<file path="config.mk">
export PLATFORM = sky130hd
export DESIGN_NAME = striping_nlane
export DESIGN_NICKNAME = d
export VERILOG_FILES = /design/src/rtl/striping_nlane.sv
export SDC_FILE = /design/constraint.sdc
export NUM_CORES = 1
export LEC_CHECK = 0
export BUFFER_PORTS_ARGS = -buffer_cell sky130_fd_sc_hd__buf_4
export CORE_MARGIN = 2
export CORE_UTILIZATION = 43
export DETAILED_ROUTE_END_ITERATION = 10
export GPL_TIMING_DRIVEN = 0
export PLACE_DENSITY = 0.8
export SLEW_MARGIN = 20
export SYNTH_ARGS = -nofsm -noshare
export SYNTH_HDL_FRONTEND = slang
export SYNTH_SLANG_ARGS = --single-unit
</file>
<file path="constraint.sdc">
create_clock -name clk_2f -period 1.2 [get_ports clk_2f]
set_input_delay 0.06 -clock clk_2f [delete_from_list [all_inputs] [get_ports clk_2f]]
set_output_delay 0.06 -clock clk_2f [all_outputs]
set_load 0.05 [all_outputs]
</file>
<file path="src/rtl/striping_nlane.sv">
// Round-robin striper: one word per clk_2f onto NUM_LANES lanes, per-word or whole-group release.
// Latency 1 cycle from accepting edge to lane outputs; no backpressure, every valid word is taken.
module striping_nlane #(
  parameter int DATA_WIDTH = 32,
  parameter int NUM_LANES  = 2,
  parameter int ALIGNED    = 0,
  localparam int PTR_W     = (NUM_LANES > 2) ? $clog2(NUM_LANES) : 1
) (
  input  logic                            clk_2f,
  input  logic                            reset,
  input  logic                            valid_in,
  input  logic [DATA_WIDTH-1:0]           data_in,
  output logic [NUM_LANES*DATA_WIDTH-1:0] lane_data,
  output logic [NUM_LANES-1:0]            lane_valid,
  output logic [PTR_W-1:0]                lane_ptr,
  output logic                            group_done
);

  logic [PTR_W-1:0] ptr;
  logic             last;

  assign last     = (ptr == PTR_W'(NUM_LANES - 1));
  assign lane_ptr = ptr;

  always_ff @(posedge clk_2f or negedge reset) begin
    if (!reset) begin
      ptr <= '0;
    end else if (valid_in) begin
      ptr <= last ? '0 : ptr + 1'b1;
    end
  end

  if (ALIGNED != 0) begin : g_aligned
    // One slot per lane so the index width matches ptr; the top slot is never staged,
    // the final word of a group is taken straight from data_in.
    logic [DATA_WIDTH-1:0] staging [NUM_LANES];

    always_ff @(posedge clk_2f or negedge reset) begin
      if (!reset) begin
        lane_data  <= '0;
        lane_valid <= '0;
        group_done <= 1'b0;
        for (int k = 0; k < NUM_LANES; k++) begin
          staging[k] <= '0;
        end
      end else begin
        lane_valid <= '0;
        group_done <= 1'b0;
        if (valid_in) begin
          if (last) begin
            for (int k = 0; k < NUM_LANES - 1; k++) begin
              lane_data[k*DATA_WIDTH +: DATA_WIDTH] <= staging[k];
            end
            lane_data[(NUM_LANES-1)*DATA_WIDTH +: DATA_WIDTH] <= data_in;
            lane_valid <= '1;
            group_done <= 1'b1;
          end else begin
            staging[ptr] <= data_in;
          end
        end
      end
    end
  end else begin : g_per_word
    always_ff @(posedge clk_2f or negedge reset) begin
      if (!reset) begin
        lane_data  <= '0;
        lane_valid <= '0;
        group_done <= 1'b0;
      end else begin
        lane_valid <= '0;
        group_done <= 1'b0;
        if (valid_in) begin
          lane_data[ptr*DATA_WIDTH +: DATA_WIDTH] <= data_in;
          lane_valid[ptr] <= 1'b1;
          group_done      <= last;
        end
      end
    end
  end

endmodule

</file>
### After elaboration in Yosys (flattened, before gate mapping)

Index checks and enable logic that the tools add are counted.

* memory bits (read-only): 0
* output and inout port bits: 68
* register bits: 68
* memories: 0
* bits in latches: 0
* bits of input ports: 35
* bits in writable memories: 0
* word-level logic and storage cells: 17

* multiply operators: 0
* add/subtract/negate cells: 2
* eq/ne operators: 0
* shifts and indexed selects: 2
* order comparisons: 2
* bitwise logic cells: 0
* mux-type cells: 6
* div/mod/pow operators: 0
* reductions and logical operators: 1

Operator list (number)
* $bwmux W64: 1
* $shift A32 B34 Y64 const A: 1
* $shiftx A32 B34 Y64: 1
* $neg A6 Y34: 1
* $mux W1: 3
* $lt A1 B2 Y1 const B: 1
* $mux W2: 1
* $add A1 B1 Y1 const B: 1
* $demux W1 S1: 1
* $ge A1 B1 Y1 const B: 1
* $logic_and A1 B1 Y1: 1

### Depth between registers and ports, before layout

* depth in word-level cells: 5
* mapped depth: 4
* depth with buffers taken out: 2

### Worst setup path before layout

OpenSTA, ideal clock, no wires.

* path kind: register to register
* from: register ptr (netlist: lane_ptr)
* to: register lane_data[10]
* setup time: 125 ps
* required time: 1075 ps
* arrival time: 1409 ps
* buffers on the path: 2
* slack: -334 ps
* stages on the path, launching flop included: 5
* clock period less this slack: 1534 ps
* path through: dfrtp_1 > nand2b_1 > buf_6 > buf_12 > mux2_4

* longest elaborated chain between the ends: 3
* elaborated cells between the ends (all ways): 4
* those cells by class: add/sub: 1; shift: 2; mux: 1

RTL lines
* start, declared: RTL line 19 `logic [PTR_W-1:0] ptr;`
* start signal, assigned: RTL line 29 `ptr <= last ? '0 : ptr + 1'b1;`
* $neg A6 Y34 *: RTL line 73 `lane_data[ptr*DATA_WIDTH +: DATA_WIDTH] <= data_in;`
* $shiftx A32 B34 Y64 or $shift A32 B34 Y64 (tied branches): RTL line 73
* $bwmux W64 *: RTL line 73
* end signal, assigned by index: RTL line 73
* end, declared: RTL line 13 `output logic [NUM_LANES*DATA_WIDTH-1:0] lane_data,`

Mark *: on every way between the ends. The rest lies on a longest branch, timed or not.
A chain may end at the register's enable or synchronous reset.

### Worst setup path in the final report

* from: register ptr (netlist: lane_ptr)
* to: register lane_data[12]

Same word-level chain as after synthesis.

==> metrics.md <==
| Metric | Value |
|---|---|
| Outcome | `finished, violations left` |
| Violated checks | `negative setup slack` |
| Relative slew margins | `45.5%` |
| DIE AREA | `0.00676 mm^2` |
| Critical path peak fanout | `6` |
| Most frequent cells in the layout | `buf_4 (105), dfrtp_1 (66), mux2_2 (35)` |
| Post-Layout Cell Count | `374` |
| Vias/cell | `4.66` |
| Root buffer cell | `clkbuf_8` |
| R2R Setup Slk | `-0.06 ns` |
| Yosys Warn Count | `0` |
| Final setup margin | `-0.0648 ns` |
| Min cycle time layout | `1.26 ns` |
| Number of global-route vias before repair | `1823` |
| DR WL met3 | `337 um` |
| Worst hold margin | `0.223 ns` |
| Met2 WL | `3.12 mm` |
| Cells on worst reg2reg path | `3` |
| Synthesized area | `0.00263 mm^2` |
| DRT iter0 DRCs | `63` |
| Sequential-to-total area share from yosys stat | `63.8%` |
| Starting density of the core | `44.4%` |
| CTS Buf Count | `9` |
| Top cells by area, synth | `dfrtp_1 (64%), mux2_4 (17%), mux2_2 (15%)` |
| Hold_sp | `valid_in` |
| Number of max-cap violations | `0` |
| Layout Skew | `0.00722 ns` |
| Final TNS setup | `-2.07 ns` |
| Clock Path Buffers | `2` |
| Finish-stage setup viols | `61` |
| RSZ-0062 raised after global routing | `true` |
| TritonCTS clock tree | `done` |
| Hold endpoint | `group_done` |
| Mean Syn Cell Area | `18.3 um^2` |
| Period utilization | `105%` |
| Metal-1 WL | `2.45 mm` |
| Reg-to-Reg End | `lane_data[12]` |
| Commonest non-fill, non-tap cell in the layout | `buf_4` |
| Synthesized Nets | `179` |
| Horiz. Die Dim | `82.2 um` |
| Final #Nets | `329` |
| Drt wl/cell | `16.2 um` |
| Global-route wire length before repair | `8.95 mm` |
| Worst slew pin tran | `0.817 ns` |
| WHS Path Cells | `4` |
| Reg-to-reg startpoint | `lane_ptr` |
| Final Hold Viols | `0` |
| Buffers on Ports | `102` |
| Crit Path Category | `reg2reg` |
| Clock latency at the later pin of the worst-skew pair | `0.33 ns` |
| #FFs+latches synth | `67` |
| Clk sink count | `67` |
| Die Ht | `82.2 um` |
| Post-synth cell types | `11` |
| Row cnt | `28` |
| IO Count | `103` |
| GPL Wtd Cong | `0.711` |
| Initial antenna violation count | `0` |
| Share of the synthesized area in the top cell type | `63.8%` |
| CORE AREA | `0.00592 mm^2` |
| Hold Crit Class | `in2reg` |
| Total wire length | `6.04 mm` |
| Top sig layer | `met4` |
| Area grow syn2layout | `56.6%` |
| Dpl cells | `321` |
| Residual DRC count | `0` |
| Fill count | `408` |
| HPWL Detailed | `3.84 mm` |
| Layout cells sized above 1 | `65.6%` |
| Critical Path AT | `1.47 ns` |
| Cell taking the most area after synthesis | `dfrtp_1` |
| Max Slew Vio Count | `0` |
| Post-Syn Instances | `144` |
| Via count | `1741` |
| Largest net degree at the start of global routing | `68` |
| # H-tree levels | `3` |
| Crit. End Element | `flop` |
| GR Overflow Total | `0` |
| Pre-antenna DRT Iters | `4` |
| CTS clk-pin slew, worst paths | `0.07 ns` |
| Max Fclk | `0.791 GHz` |
| Antenna Nets Post-Route | `0` |
| Worst EP required | `1.41 ns` |
| GRT Resource Usage Total | `18.2%` |
| Antenna cells | `0` |
| Setup crit start kind | `flop` |
## sequential cells by signal (all words and copies together) (netlist names)
signal	count
group_done	1
lane_data	64
lane_ptr	1
lane_valid	1
## through the flow
stage	cell area [um^2]	util, %	setup slack, ns
finish	4120	69.5	-0.0648
CTS	4080	68.9	-0.0777
detailed placement	3500	59.1	-0.109
global placement	3500	59.1	-0.0904
floorplan	2640	-	-0.194
global route	4120	69.5	-0.100
## critical path, cell delays in order (launching register included)
cell and delay (ns):
dfrtp_2 0.43, nand2b_4 0.23, clkbuf_16 0.20, mux2_4 0.29
## synthesized netlist by cell type
library cell  instances
buf_12                3
buf_2                 3
buf_4                 1
buf_6                 1
dfrtp_1              67
inv_1                 2
mux2_2               35
mux2_4               29
nand2_2               1
nand2b_1              1
xor2_1                1
## what timing repair did
action	4_1_cts	5_1_grt
cloned	0	2
setup endpoints to repair	58	61
hold buffers	34	0
endpoints found under the hold margin	132	0
gates resized for setup	5	0
buffers inserted	2	0
## per-layer routing
layer  up-vias  GRT usage [%]
met5         -              0
met4         0           8.83
met3        14           4.89
met1       867           21.0
met2        61           31.0
li1        799              -
## worst max-delay path by stage
stage                          to     start  depth (start not counted)  slack (ns)
finish              lane_data[12]  lane_ptr                          3       -0.06
global route        lane_data[25]  lane_ptr                          3       -0.10
CTS                  lane_data[7]  lane_ptr                          4       -0.08
detailed placement  lane_data[17]  lane_ptr                          4       -0.11
global placement    lane_data[17]  lane_ptr                          4       -0.09
floorplan           lane_data[10]  lane_ptr                          4       -0.19
## cells by family after synthesis
family,after synthesis,share of synthesized area [%]
buffers and inverters,10,3.86
and+or+nand+nor,2,0.476
muxes,64,31.6
xor gates and xnor gates,1,0.333
DFF,67,63.8
## area by class of cell
cell class	instances	area, um^2	area share [%]
sequential	67	1680	40.8
tap	75	93.8	2.28
clock inverter	6	65.1	1.58
multi-input combinational	67	858	20.9
clock buffer	10	138	3.34
inverter	2	7.51	0.182
buffer	7	105	2.55
timing repair buffer	140	1170	28.4
Power is left out: the tool's default activity adds up to more than one toggle a clock period on the data nets, which glitch-free logic cannot reach.
